File: src/rtl/raster_scan_gen.sv
// raster_scan_gen: walks the full screen or a window, issuing ROM addresses with x/y/plot one cycle behind
//   clk, reset             clock, asynchronous active-high reset
//   start, abort           begin a scan (IDLE only) / cancel the scan in progress
//   windowMode             0 = full screen, 1 = window given by xStart/yStart/width/height
//   ready                  adapter accepts a pixel this cycle; everything holds while low
//   addr                   linear ROM read address relative to the scan origin
//   x, y, plot             pixel position and write-enable, aligned with ROM data
//   busy, done             high in SCAN/FLUSH; one-cycle pulse on completion
module raster_scan_gen #(
  parameter int SCREEN_W = 160,
  parameter int SCREEN_H = 120,
  parameter int X_W      = 8,
  parameter int Y_W      = 7,
  parameter int ADDR_W   = 15
) (
  input  logic              clk,
  input  logic              reset,
  input  logic              start,
  input  logic              abort,
  input  logic              windowMode,
  input  logic [X_W-1:0]    xStart,
  input  logic [Y_W-1:0]    yStart,
  input  logic [X_W-1:0]    width,
  input  logic [Y_W-1:0]    height,
  input  logic              ready,
  output logic [ADDR_W-1:0] addr,
  output logic [X_W-1:0]    x,
  output logic [Y_W-1:0]    y,
  output logic              plot,
  output logic              busy,
  output logic              done
);
  typedef enum logic [1:0] {IDLE, SCAN, FLUSH, DONE} state_t;
  state_t            state_q, state_d;
  logic [X_W-1:0]    x0_q, x0_d, w_q, w_d, col_q, col_d, x_q, x_d;
  logic [Y_W-1:0]    y0_q, y0_d, h_q, h_d, row_q, row_d, y_q, y_d;
  logic [ADDR_W-1:0] addr_q, addr_d;
  logic              pv_q, pv_d, clip_q, clip_d;
  logic [X_W:0]      xs;
  logic [Y_W:0]      ys;
  logic              clip_now, col_last, last;
  // one extra bit so a window hanging off the right/bottom edge clips instead of wrapping
  assign xs       = {1'b0, x0_q} + {1'b0, col_q};
  assign ys       = {1'b0, y0_q} + {1'b0, row_q};
  assign clip_now = (xs >= (X_W+1)'(SCREEN_W)) || (ys >= (Y_W+1)'(SCREEN_H));
  assign col_last = col_q == w_q - X_W'(1);
  assign last     = col_last && (row_q == h_q - Y_W'(1));
  always_comb begin
    state_d = state_q;
    x0_d    = x0_q;
    y0_d    = y0_q;
    w_d     = w_q;
    h_d     = h_q;
    col_d   = col_q;
    row_d   = row_q;
    addr_d  = addr_q;
    x_d     = x_q;
    y_d     = y_q;
    pv_d    = pv_q;
    clip_d  = clip_q;
    if (state_q == IDLE) begin
      if (start) begin
        x0_d    = windowMode ? xStart : '0;
        y0_d    = windowMode ? yStart : '0;
        w_d     = windowMode ? width  : X_W'(SCREEN_W);
        h_d     = windowMode ? height : Y_W'(SCREEN_H);
        col_d   = '0;
        row_d   = '0;
        addr_d  = '0;
        pv_d    = 1'b0;
        state_d = (w_d == '0 || h_d == '0) ? DONE : SCAN;
      end
    end else if (abort) begin
      state_d = IDLE;
      pv_d    = 1'b0;
    end else if (state_q == SCAN) begin
      if (ready) begin
        x_d     = xs[X_W-1:0];
        y_d     = ys[Y_W-1:0];
        clip_d  = clip_now;
        pv_d    = 1'b1;
        addr_d  = addr_q + ADDR_W'(1);
        col_d   = col_last ? '0 : col_q + X_W'(1);
        row_d   = col_last ? row_q + Y_W'(1) : row_q;
        state_d = last ? FLUSH : SCAN;
      end
    end else if (state_q == FLUSH) begin
      if (ready) begin
        pv_d    = 1'b0;
        state_d = DONE;
      end
    end else begin
      state_d = IDLE;
    end
  end
  always_ff @(posedge clk or posedge reset) begin
    if (reset) begin
      state_q <= IDLE;
      x0_q    <= '0;
      y0_q    <= '0;
      w_q     <= '0;
      h_q     <= '0;
      col_q   <= '0;
      row_q   <= '0;
      addr_q  <= '0;
      x_q     <= '0;
      y_q     <= '0;
      pv_q    <= 1'b0;
      clip_q  <= 1'b0;
    end else begin
      state_q <= state_d;
      x0_q    <= x0_d;
      y0_q    <= y0_d;
      w_q     <= w_d;
      h_q     <= h_d;
      col_q   <= col_d;
      row_q   <= row_d;
      addr_q  <= addr_d;
      x_q     <= x_d;
      y_q     <= y_d;
      pv_q    <= pv_d;
      clip_q  <= clip_d;
    end
  end
  assign addr = addr_q;
  assign x    = x_q;
  assign y    = y_q;
  assign plot = pv_q & ready & ~clip_q;
  assign busy = (state_q == SCAN) || (state_q == FLUSH);
  assign done = state_q == DONE;
endmodule

File: config.mk
export PLATFORM = sky130hd
export DESIGN_NAME = raster_scan_gen
export DESIGN_NICKNAME = d
export VERILOG_FILES = /design/src/rtl/raster_scan_gen.sv
export SDC_FILE = /design/constraint.sdc
export NUM_CORES = 1
export LEC_CHECK = 0
export CELL_PAD_IN_SITES_DETAIL_PLACEMENT = 1
export CELL_PAD_IN_SITES_GLOBAL_PLACEMENT = 1
export CORE_MARGIN = 10
export CORE_UTILIZATION = 45
export CTS_CLUSTER_DIAMETER = 60
export DETAILED_ROUTE_END_ITERATION = 7
export PLACE_DENSITY = 0.86
export SLEW_MARGIN = 20
export SYNTH_ARGS = -nofsm -noshare
export SYNTH_HDL_FRONTEND = slang
export SYNTH_SLANG_ARGS = --single-unit
export TNS_END_PERCENT = 50
File: constraint.sdc
create_clock -name clk -period 5.15 [get_ports clk]
set_input_delay 1.03 -clock clk [delete_from_list [all_inputs] [get_ports clk]]
set_output_delay 1.03 -clock clk [all_outputs]
set_load 0.01 [all_outputs]
==> results of run 1 <==
metrics by stage:
step	hold WS [ns]	area [um2]	total power [mW]	worst slack, ns
2_1_floorplan	0.442	4660	1.94	2.10
3_3_place_gp	0.463	5430	2.31	1.77
3_5_place_dp	0.468	5430	2.41	1.71
4_1_cts	0.487	5660	2.96	1.71
5_1_grt	0.519	5660	3.18	1.68
6_report	0.481	5660	2.94	1.70
where the power goes:
group	internal, mW	switching (mW)
Combinational	0.600	0.771
Sequential	0.823	0.204
Clock	0.299	0.245
Total	1.72	1.22
worst max-delay path, cell delays in order:
cell and delay [ns]:
clkdlybuf4s50_1 0.57, nand2_1 0.13, nor2_1 0.13, clkdlybuf4s50_1 0.56
cells in the mapped netlist (all sizes together), types with 2 or more instances:
cell | number | share of area
a211oi | 6 | 0.0097
a21o | 4 | 0.0067
a21oi | 22 | 0.024
a22o | 3 | 0.0056
a31o | 4 | 0.0075
a31oi | 8 | 0.011
and2 | 3 | 0.0040
and3 | 8 | 0.011
and4 | 2 | 0.0038
buf | 5 | 0.0059
clkbuf | 21 | 0.017
dfrtp | 79 | 0.42
fa | 2 | 0.0086
ha | 26 | 0.070
inv | 23 | 0.019
mux2i | 8 | 0.017
nand2 | 90 | 0.073
nand2b | 2 | 0.0027
nand3 | 35 | 0.038
nand4 | 2 | 0.0027
nor2 | 41 | 0.033
nor2b | 6 | 0.0081
nor3 | 11 | 0.012
nor3b | 4 | 0.0065
nor4 | 6 | 0.011
o2111ai | 3 | 0.0070
o211a | 2 | 0.0043
o211ai | 2 | 0.0032
o21ai | 34 | 0.037
o31ai | 4 | 0.0065
o32a | 2 | 0.0043
o41ai | 2 | 0.0038
or2 | 3 | 0.0040
or3 | 4 | 0.0054
xnor2 | 15 | 0.028
xor2 | 22 | 0.041
logic make-up (layout without fill, tap and decap cells):
family	Yosys count	count (layout)	share of synthesized area
and+or+nand+nor	221	221	0.223
muxes	8	8	0.0172
adders and majority gates	28	28	0.0785
AOI/OAI and AO/OA	105	105	0.146
buffers and inverters	49	111	0.0414
xor gates and xnor gates	37	37	0.0696
DFF	79	79	0.425
worst paths after layout:
| kind | startpoint | end | cells after the start |
|---|---|---|---|
| setup / recovery | ready | plot | 4 |
| hold / removal | x[2] | x[2] | 2 |
| setup reg to reg | w_q[0] | state_q[0] | 8 |
| hold reg to reg | x[2] | x[2] | 2 |
| max in group asynchronous | reset | y[3] | 3 |
| min in group asynchronous | reset | x[3] | 2 |
state kept, by name (all words and copies together), names as in the netlist:
register and count:
addr 15, clip_q 1, col_q 8, h_q 7, pv_q 1, row_q 7
state_q 2, w_q 8, x 8, x0_q 8, y 7, y0_q 7
cells in the final DEF (no fill, tap or decap), types with 3 or more instances in the layout:
cell	count
nand2_1	90
or3_1	4
or2_2	3
nor3b_1	4
nor2b_1	6
ha_1	26
xor2_1	22
a31o_2	4
a22o_1	3
mux2i_1	8
nand3_1	35
xnor2_1	15
nor2_1	41
a21o_1	3
a31oi_1	8
dfrtp_1	79
inv_1	22
nor4_1	5
a21oi_1	22
clkbuf_8	11
o31ai_1	4
nor3_1	11
buf_4	4
o21ai_0	34
clkdlybuf4s50_1	67
a211oi_1	6
and3_1	6
metal layers:
metal | global-route usage | vias to the layer above | wire length [um]
met5 | 0 | - | 0
met2 | 0.310 | 67 | 6390
met4 | 0.0730 | 0 | 208
met1 | 0.216 | 1985 | 5760
li1 | - | 1945 | -
met3 | 0.0291 | 16 | 401
final cells by class:
type / count / area, um2 / area share
Clock buffer: 11 / 151 / 0.0268
Clock inverter: 5 / 80.1 / 0.0141
Inverter: 23 / 87.6 / 0.0155
Multi-Input combinational cell: 399 / 2490 / 0.440
Sequential cell: 79 / 1980 / 0.349
Tap cell: 136 / 170 / 0.0301
Timing Repair Buffer: 72 / 706 / 0.125
==> load_flow_metrics.sql, run 1 <==
INSERT INTO impl_metrics (metric_group, metric, value, unit) VALUES
('yosys', 'synth_top_flop_cell', 'dfrtp_1', ''),
('yosys', 'synth.cell_area', '4660', 'um2'),
('sta', 'max_clock_freq', '290', 'MHz'),
('sta', 'tns', '0', 'ns'),
('die', 'initial_core_util', '0.457', ''),
('sta', 'grt_setup_unrepaired', 'false', ''),
('placement', 'routabilityCongestion', '0.836', ''),
('drt', 'via_count', '4013', ''),
('setup_path', 'critical_path_required', '4.12', 'ns'),
('layout', 'num_antenna_cells', '0', ''),
('drt', 'detailed_routing_iteration_count_for_the_pre_antenna_repair_pass', '4', ''),
('die', 'rows', '37', ''),
('layout', 'layout-drive-gt1-share', '0.0611', ''),
('placement', 'buffer_ports.inserted', '68', ''),
('sta', 'final_report_max_slew_violation_count', '0', ''),
('clock_network', 'clk_root_buffer_cell', 'clkbuf_8', ''),
('sta', 'hold_violations', '0', ''),
('layout', 'final_nets', '648', ''),
('die', 'die_h', '122', 'um'),
('flow_run', 'total_of_max_cap_violations', '0', ''),
('grt', 'grt_antenna_before_repair', '0', ''),
('clock_network', 'cts.hold.buffers_added', '0', ''),
('clock_network', 'cts_sinks', '79', ''),
('clock_network', 'tritoncts_clock_tree', 'yes', ''),
('clock_network', 'clock_tree.htree_level_count', '3', ''),
('die', 'core_box_area', '10200', 'um2'),
('yosys', 'yosysSeqAreaShare', '0.425', ''),
('drt', 'routed_wirelength', '12.8', 'mm'),
('yosys', 'gate_count_of_the_mapped_netlist', '527', ''),
('yosys', 'post_synth_num_cell_types', '56', ''),
('clock_network', 'post_cts.resized_instances', '0', ''),
('layout', 'synthToLayoutAreaGrowth', '21.6', '%'),
('sta', 'final.setup_skew', '0.00798', 'ns'),
('grt', 'global_route.usage.total', '0.179', ''),
('grt', 'grt_pass1_vias', '4356', ''),
('sta', 'layout_worst_path_cycle_share', '0.670', ''),
('sta', 'slew_headroom', '0.313', ''),
('hold_path', 'worst_hold_path_type', 'reg2reg', ''),
('yosys', 'syn_avg_cell_area', '8.83', 'um2'),
('sta', 'tightest_slew', '1.02', 'ns'),
('drt', 'detailedRoute.firstIterationViolations', '202', ''),
('setup_path', 'crit_path_end_kind', 'output port', ''),
('clock_network', 'cts_setup_buffers', '0', ''),
('layout', 'fill_cells', '1193', ''),
('clock_network', 'clkSlewWorstSetupHoldPaths', '0.08', 'ns'),
('clock_network', 'cts-buffers-inserted', '9', ''),
('yosys', 'asyncSetResetFlopFracSynth', '1.00', ''),
('clock_network', 'maximum_buffer_depth_of_the_clock_tree', '2', ''),
('layout', 'final_cell_count_no_fill', '725', ''),
('placement', 'place.detailed.instances', '709', ''),
('yosys', 'mappedNetlistNets', '591', ''),
('grt', 'largest_net_degree_at_the_start_of_global_routing', '51', ''),
('die', 'floorplan.die_area', '14800', 'um2'),
('grt', 'grt_pass1_wl', '21.5', 'mm'),
('die', 'die_width', '122', 'um'),
('sta', 'setup-violations-final', '0', ''),
('setup_path', 'critPathLaunchType', 'input port', ''),
('sta', 'final_period_minus_worst_setup_slack', '3.45', 'ns'),
('power', 'power_leakage', '2.56', 'nW'),
('clock_network', 'clock_latency', '0.37', 'ns'),
('layout', 'final_core_util', '0.556', ''),
('power', 'total_power_divided_by_cell_area', '520', 'nW/um2'),
('drt', 'detail_route.vias_per_cell', '5.54', ''),
('yosys', 'count_of_flip_flops_with_a_built_in_enable_after_synthesis', '0', ''),
('placement', 'place.detailed.hpwl', '9.55', 'mm'),
('setup_path', 'cp.arrival', '2.42', 'ns'),
('setup_path', 'critical_path_class', 'in2out', ''),
('die', 'design.portCount', '69', ''),
('drt', 'drt.antenna.violating_nets', '0', ''),
('run_status', 'run_status', 'complete, no violations', ''),
('drt', 'routed_wire_length_per_instance', '17.6', 'um'),
('drt', 'drcViolationCount', '0', ''),
('power', 'vdd.ir_drop.worst', '0.000244', 'V'),
('yosys', 'number_of_synthesis_warnings', '0', ''),
('yosys', 'synth_seq_cells', '79', ''),
('setup_path', 'r2r_slack', '2.32', 'ns'),
('grt', 'gr-total-overflow', '0', ''),
('setup_path', 'critPathMaxFanout', '4', '');
(Power assumes the default switching activity.)
==> run 2, diff against run 1 <==
--- a/config.mk
+++ b/config.mk
@@ -8,10 +8,10 @@
 export CELL_PAD_IN_SITES_DETAIL_PLACEMENT = 1
 export CELL_PAD_IN_SITES_GLOBAL_PLACEMENT = 1
 export CORE_MARGIN = 10
-export CORE_UTILIZATION = 45
+export CORE_UTILIZATION = 41
 export CTS_CLUSTER_DIAMETER = 60
 export DETAILED_ROUTE_END_ITERATION = 7
-export PLACE_DENSITY = 0.86
+export PLACE_DENSITY = 0.8
 export SLEW_MARGIN = 20
 export SYNTH_ARGS = -nofsm -noshare
 export SYNTH_HDL_FRONTEND = slang
==> constraint.sdc (replaced) <==
create_clock -name clk -period 3.5 [get_ports clk]
set_input_delay 0.7 -clock clk [delete_from_list [all_inputs] [get_ports clk]]
set_output_delay 0.7 -clock clk [all_outputs]
set_load 0.01 [all_outputs]
==> load_flow_metrics.sql, run 2 (synthesized netlist as in run 1, its figures left out) <==
INSERT INTO impl_metrics (metric_group, metric, value, unit) VALUES
('clock_network', 'clock_latency', '0.34', 'ns'),
('clock_network', 'cts_setup_buffers', '0', ''),
('drt', 'routed_wire_length_per_instance', '18.4', 'um'),
('drt', 'drt.antenna.violating_nets', '0', ''),
('sta', 'final.setup_skew', '0.00543', 'ns'),
('drt', 'routed_wirelength', '13.5', 'mm'),
('sta', 'final_report_max_slew_violation_count', '0', ''),
('setup_path', 'critPathMaxFanout', '21', ''),
('setup_path', 'cp.arrival', '3.08', 'ns'),
('setup_path', 'critPathLaunchType', 'flip-flop', ''),
('die', 'design.portCount', '69', ''),
('clock_network', 'cts-buffers-inserted', '9', ''),
('grt', 'global_route.usage.total', '0.170', ''),
('layout', 'synthToLayoutAreaGrowth', '26.3', '%'),
('run_status', 'run_status', 'complete, no violations', ''),
('setup_path', 'path_delay_family', 'simple AND/OR/NAND/NOR gates', ''),
('sta', 'tightest_slew', '0.658', 'ns'),
('setup_path', 'crit_chain', 'inv_1, ha_1, and2_2, o2111ai_1, nor2_1, nand4_1, xor2_1, nor2_1', ''),
('power', 'total_power_divided_by_cell_area', '814', 'nW/um2'),
('hold_path', 'worst_hold_path_type', 'reg2reg', ''),
('clock_network', 'cts.hold.buffers_added', '0', ''),
('layout', 'leading_cell_types_in_the_layout_fill_and_taps_excluded', '90 x nand2_1, 79 x dfrtp_1, 68 x clkdlybuf4s50_1, 41 x nor2_1, 35 x nand3_1', ''),
('die', 'core_box_area', '11000', 'um2'),
('layout', 'largest_register_ff_count', '15', ''),
('setup_path', 'critical_path_class', 'reg2reg', ''),
('setup_path', 'crit_path_end_kind', 'flip-flop', ''),
('setup_path', 'crit_slowest_cell', 'ha_1', ''),
('placement', 'routabilityCongestion', '0.869', ''),
('drt', 'detailed_routing_iteration_count_for_the_pre_antenna_repair_pass', '4', ''),
('layout', 'final_cell_count_no_fill', '734', ''),
('drt', 'detailedRoute.firstIterationViolations', '209', ''),
('grt', 'grt_antenna_before_repair', '0', ''),
('grt', 'gr-max-usage-layer', 'met2', ''),
('placement', 'place.detailed.hpwl', '10.3', 'mm'),
('sta', 'grt_setup_unrepaired', 'false', ''),
('die', 'rows', '38', ''),
('sta', 'hold_violations', '0', ''),
('die', 'floorplan.die_area', '16000', 'um2'),
('placement', 'place.detailed.instances', '718', ''),
('setup_path', 'critical_path_required', '3.71', 'ns'),
('sta', 'tns', '0', 'ns'),
('sta', 'slew_headroom', '0.560', ''),
('die', 'die_h', '127', 'um'),
('drt', 'detail_route.vias_per_cell', '5.56', ''),
('layout', 'final_nets', '653', ''),
('sta', 'layout_worst_path_cycle_share', '0.820', ''),
('setup_path', 'critical_path.n_buffers_inverters', '1', ''),
('clock_network', 'post_cts.resized_instances', '0', ''),
('grt', 'grt_pass1_vias', '4356', ''),
('setup_path', 'critPathMostFrequentCell', 'nor2_1', ''),
('grt', 'grtUsageMet1', '0.206', ''),
('power', 'vdd.ir_drop.worst', '0.000337', 'V'),
('flow_run', 'total_of_max_cap_violations', '0', ''),
('clock_network', 'tritoncts_clock_tree', 'yes', ''),
('clock_network', 'clk_root_buffer_cell', 'clkbuf_16', ''),
('power', 'power_leakage', '2.67', 'nW'),
('clock_network', 'clkSlewWorstSetupHoldPaths', '0.06', 'ns'),
('grt', 'gr-total-overflow', '0', ''),
('setup_path', 'max_stage_delay', '0.57', 'ns'),
('clock_network', 'maximum_buffer_depth_of_the_clock_tree', '2', ''),
('grt', 'groute.layer.met2.usage', '0.293', ''),
('drt', 'via_count', '4081', ''),
('sta', 'max_clock_freq', '348', 'MHz'),
('die', 'die_width', '127', 'um'),
('grt', 'met3_resource_use_gr', '0.0300', ''),
('drt', 'drcViolationCount', '0', ''),
('sta', 'final_period_minus_worst_setup_slack', '2.87', 'ns'),
('placement', 'buffer_ports.inserted', '68', ''),
('layout', 'num_antenna_cells', '0', ''),
('layout', 'layout-drive-gt1-share', '0.0673', ''),
('grt', 'grt_pass1_wl', '22.5', 'mm'),
('clock_network', 'cts_sinks', '79', ''),
('clock_network', 'clock_tree.htree_level_count', '3', ''),
('die', 'initial_core_util', '0.424', ''),
('sta', 'setup-violations-final', '0', ''),
('grt', 'largest_net_degree_at_the_start_of_global_routing', '39', ''),
('layout', 'mostFrequentLayoutCell', 'nand2_1', '');
run 2: changes by cell type in the layout (fill, tap and decap cells not counted), moves of 2 or more:
cell        change
buf_4           +4
bufinv_16       +3
clkbuf_8       -10
clkbuf_16       +9
clkinvlp_4      -2
run 2: path summary, 6_finish.rpt:
| kind | start | to | slack, ns | depth (start not counted) |
|---|---|---|---|---|
| worst max-delay path | state_q[0] | addr[14] | 0.63 | 8 |
| worst min-delay path | x[4] | x[4] | 0.47 | 1 |
| worst max register to register | state_q[0] | addr[14] | 0.63 | 8 |
| worst min register to register | x[4] | x[4] | 0.47 | 1 |
| max in group asynchronous | reset | y0_q[6] | 2.07 | 3 |
| min in group asynchronous | reset | x[5] | 0.73 | 2 |
run 2: area by class of cell:
class                   count  area, um2
well taps                 140        175
flip-flops and latches     79       1980
inverters                  23       86.3
clock buffers              10        239
repair buffers             77        761
fillers                  1274       5100
clock inverters             6        155
multi-input cells         399       2490
run 2: worst reg2reg max path: stages (launching register included):
cell and delay (ns):
dfrtp_1 0.44, inv_1 0.14, ha_1 0.57, and2_2 0.53, o2111ai_1 0.36, nor2_1 0.32
nand4_1 0.16, xor2_1 0.18, nor2_1 0.05
run 2: through the flow:
| stage | cell area (um2) | hold slack [ns] | power, mW | setup slack [ns] | utilization |
|---|---|---|---|---|---|
| CTS | 5880 | 0.477 | 4.83 | 0.594 | 0.535 |
| floorplan | 4660 | 0.442 | 2.85 | 0.777 | - |
| global placement | 5490 | 0.459 | 3.41 | 0.745 | 0.500 |
| global route | 5880 | 0.493 | 5.16 | 0.361 | 0.535 |
| detailed placement | 5490 | 0.464 | 3.55 | 0.631 | 0.500 |
| finish | 5880 | 0.475 | 4.78 | 0.629 | 0.535 |
run 2: layer usage:
| layer | part of all wire | up-vias |
|---|---|---|
| li1 | - | 1971 |
| met1 | 0.45 | 2019 |
| met2 | 0.50 | 72 |
| met3 | 0.034 | 19 |
| met4 | 0.018 | 0 |
| met5 | 0 | - |
run 2: power by group:
| group | switching, mW | leakage [nW] | internal (mW) |
|---|---|---|---|
| Clock | 0.380 | 0.193 | 0.859 |
| Combinational | 1.14 | 1.45 | 0.891 |
| Sequential | 0.304 | 1.03 | 1.21 |
==> run 3, diff against run 2 <==
==> constraint.sdc (replaced) <==
create_clock -name clk -period 2.9 [get_ports clk]
set_input_delay 0.58 -clock clk [delete_from_list [all_inputs] [get_ports clk]]
set_output_delay 0.58 -clock clk [all_outputs]
set_load 0.01 [all_outputs]
==> load_flow_metrics.sql, run 3 (synthesized netlist as in run 1, its figures left out) <==
INSERT INTO impl_metrics (metric_group, metric, value, unit) VALUES
('die', 'die_width', '127', 'um'),
('setup_path', 'critical_path_class', 'reg2reg', ''),
('setup_path', 'max_stage_delay', '0.50', 'ns'),
('flow_run', 'total_of_max_cap_violations', '0', ''),
('layout', 'largest_register_ff_count', '15', ''),
('drt', 'drt-met1-wl', '5.79', 'mm'),
('die', 'design.portCount', '69', ''),
('die', 'initial_core_util', '0.424', ''),
('drt', 'route.met3.wl', '612', 'um'),
('power', 'power_leakage', '2.66', 'nW'),
('setup_path', 'cp.arrival', '2.73', 'ns'),
('layout', 'synthToLayoutAreaGrowth', '26.1', '%'),
('grt', 'global_route.usage.total', '0.167', ''),
('clock_network', 'tritoncts_clock_tree', 'yes', ''),
('grt', 'grt_pass1_vias', '4357', ''),
('drt', 'maxUsedRoutingLayer', 'met4', ''),
('clock_network', 'clkSlewWorstSetupHoldPaths', '0.06', 'ns'),
('drt', 'drt.antenna.violating_nets', '0', ''),
('die', 'floorplan.die_area', '16000', 'um2'),
('layout', 'layout-drive-gt1-share', '0.0735', ''),
('setup_path', 'crit_slowest_cell', 'o2111ai_1', ''),
('drt', 'via_count', '4068', ''),
('clock_network', 'clock_latency', '0.34', 'ns'),
('setup_path', 'critical_path_required', '3.11', 'ns'),
('clock_network', 'clock_tree.htree_level_count', '3', ''),
('sta', 'hold_violations', '0', ''),
('clock_network', 'cts_sinks', '79', ''),
('hold_path', 'worst_hold_path_type', 'reg2reg', ''),
('clock_network', 'cts-buffers-inserted', '9', ''),
('sta', 'layout_worst_path_cycle_share', '0.870', ''),
('layout', 'multi_input_combinational_cell_area', '2490', 'um2'),
('sta', 'final_period_minus_worst_setup_slack', '2.52', 'ns'),
('placement', 'place.detailed.hpwl', '9.80', 'mm'),
('drt', 'drcViolationCount', '0', ''),
('layout', 'final_nets', '658', ''),
('grt', 'largest_net_degree_at_the_start_of_global_routing', '37', ''),
('placement', 'buffer_ports.inserted', '68', ''),
('clock_network', 'post_cts.resized_instances', '0', ''),
('setup_path', 'critPathMostFrequentCell', 'nor2_1', ''),
('clock_network', 'cts_setup_buffers', '0', ''),
('hold_path', 'hold_path_startpoint', 'x0_q[5]', ''),
('layout', 'seqCellArea', '1980', 'um2'),
('sta', 'slew_headroom', '0.572', ''),
('die', 'core_box_area', '11000', 'um2'),
('die', 'die_h', '127', 'um'),
('placement', 'routabilityCongestion', '0.847', ''),
('grt', 'grt_pass1_wl', '22.1', 'mm'),
('sta', 'grt_setup_unrepaired', 'false', ''),
('run_status', 'run_status', 'complete, no violations', ''),
('placement', 'place.detailed.instances', '723', ''),
('sta', 'final_report_max_slew_violation_count', '0', ''),
('drt', 'wl_met2', '6.53', 'mm'),
('die', 'rows', '38', ''),
('sta', 'tightest_slew', '0.637', 'ns'),
('drt', 'detailedRoute.firstIterationViolations', '191', ''),
('drt', 'detailed_routing_iteration_count_for_the_pre_antenna_repair_pass', '4', ''),
('setup_path', 'regToRegStartpoint', 'state_q[0]', ''),
('layout', 'fill_cells', '1279', ''),
('layout', 'final_cell_count_no_fill', '739', ''),
('drt', 'routed_wire_length_per_instance', '17.7', 'um'),
('sta', 'max_clock_freq', '396', 'MHz'),
('grt', 'gr-total-overflow', '0', ''),
('grt', 'grt_antenna_before_repair', '0', ''),
('power', 'vdd.ir_drop.worst', '0.000411', 'V'),
('sta', 'setup-violations-final', '0', ''),
('clock_network', 'maximum_buffer_depth_of_the_clock_tree', '2', ''),
('setup_path', 'crit_chain', 'inv_1, ha_1, buf_4, and2_2, o2111ai_1, nor2_1, nand4_1, xor2_1, nor2_1', ''),
('clock_network', 'cts.hold.buffers_added', '0', ''),
('sta', 'tns', '0', 'ns'),
('drt', 'routed_wirelength', '13.1', 'mm'),
('clock_network', 'clk_root_buffer_cell', 'clkbuf_16', ''),
('setup_path', 'crit_path_end_kind', 'flip-flop', ''),
('setup_path', 'critPathLaunchType', 'flip-flop', ''),
('power', 'total_power_divided_by_cell_area', '955', 'nW/um2'),
('layout', 'leading_cell_types_in_the_layout_fill_and_taps_excluded', '90 x nand2_1, 79 x dfrtp_1, 68 x clkdlybuf4s50_1, 41 x nor2_1, 35 x nand3_1', ''),
('setup_path', 'critPathMaxFanout', '10', ''),
('sta', 'final.setup_skew', '0.00635', 'ns'),
('setup_path', 'critPathLaunch', 'state_q[0]', ''),
('layout', 'num_antenna_cells', '0', ''),
('drt', 'detail_route.vias_per_cell', '5.50', ''),
('layout', 'mostFrequentLayoutCell', 'nand2_1', '');
==> run 3: layer usage <==
metal  vias to the layer above  GRT usage
met4                         0     0.0496
met3                         9     0.0371
li1                       1975          -
met1                      2008      0.199
met2                        76      0.292
met5                         -          0
==> run 3: critical path, delay by kind of cell, from the launching register on <==
| kind | cells | cell delay [ns] |
|---|---|---|
| AND/OR/NAND/NOR | 4 | 0.61 |
| AO/OA/AOI/OAI | 1 | 0.50 |
| XOR/XNOR | 1 | 0.18 |
| adder cells (fa/ha/maj) | 1 | 0.33 |
| buffers and inverters | 2 | 0.33 |
| flip-flops | 1 | 0.43 |
==> run 3: stage by stage <==
stage	setup slack [ns]	total power [mW]	util	hold WS, ns	instance area [um2]
2_1_floorplan	0.297	3.44	-	0.442	4660
5_1_grt	0.181	6.08	0.535	0.512	5870
4_1_cts	0.358	5.66	0.535	0.480	5870
3_5_place_dp	0.167	4.28	0.503	0.465	5520
3_3_place_gp	0.283	4.14	0.503	0.462	5520
6_report	0.378	5.61	0.535	0.474	5870
==> run 3: power breakdown <==
group / total [mW] / internal, mW / switching [mW]
Combinational: 2.45 / 1.10 / 1.35
Clock: 1.33 / 0.865 / 0.463
Sequential: 1.83 / 1.46 / 0.361
Total: 5.61 / 3.43 / 2.18
==> run 3: layout make-up <==
| type | count | share of cell area |
|---|---|---|
| inverter | 23 | 0.0147 |
| multi-input combinational | 399 | 0.424 |
| tap | 140 | 0.0298 |
| clock buffer | 11 | 0.0413 |
| sequential | 79 | 0.337 |
| clock inverter | 5 | 0.0179 |
| timing repair buffer | 82 | 0.136 |
==> run 3: path summary, 6_finish.rpt <==
kind | cells past startpoint | endpoint | slack (ns)
min in group asynchronous | 2 | clip_q | 0.59
setup / recovery | 9 | addr[14] | 0.38
setup reg to reg | 9 | addr[14] | 0.38
max in group asynchronous | 3 | y0_q[2] | 1.57
hold / removal | 2 | x0_q[5] | 0.47
hold reg to reg | 2 | x0_q[5] | 0.47
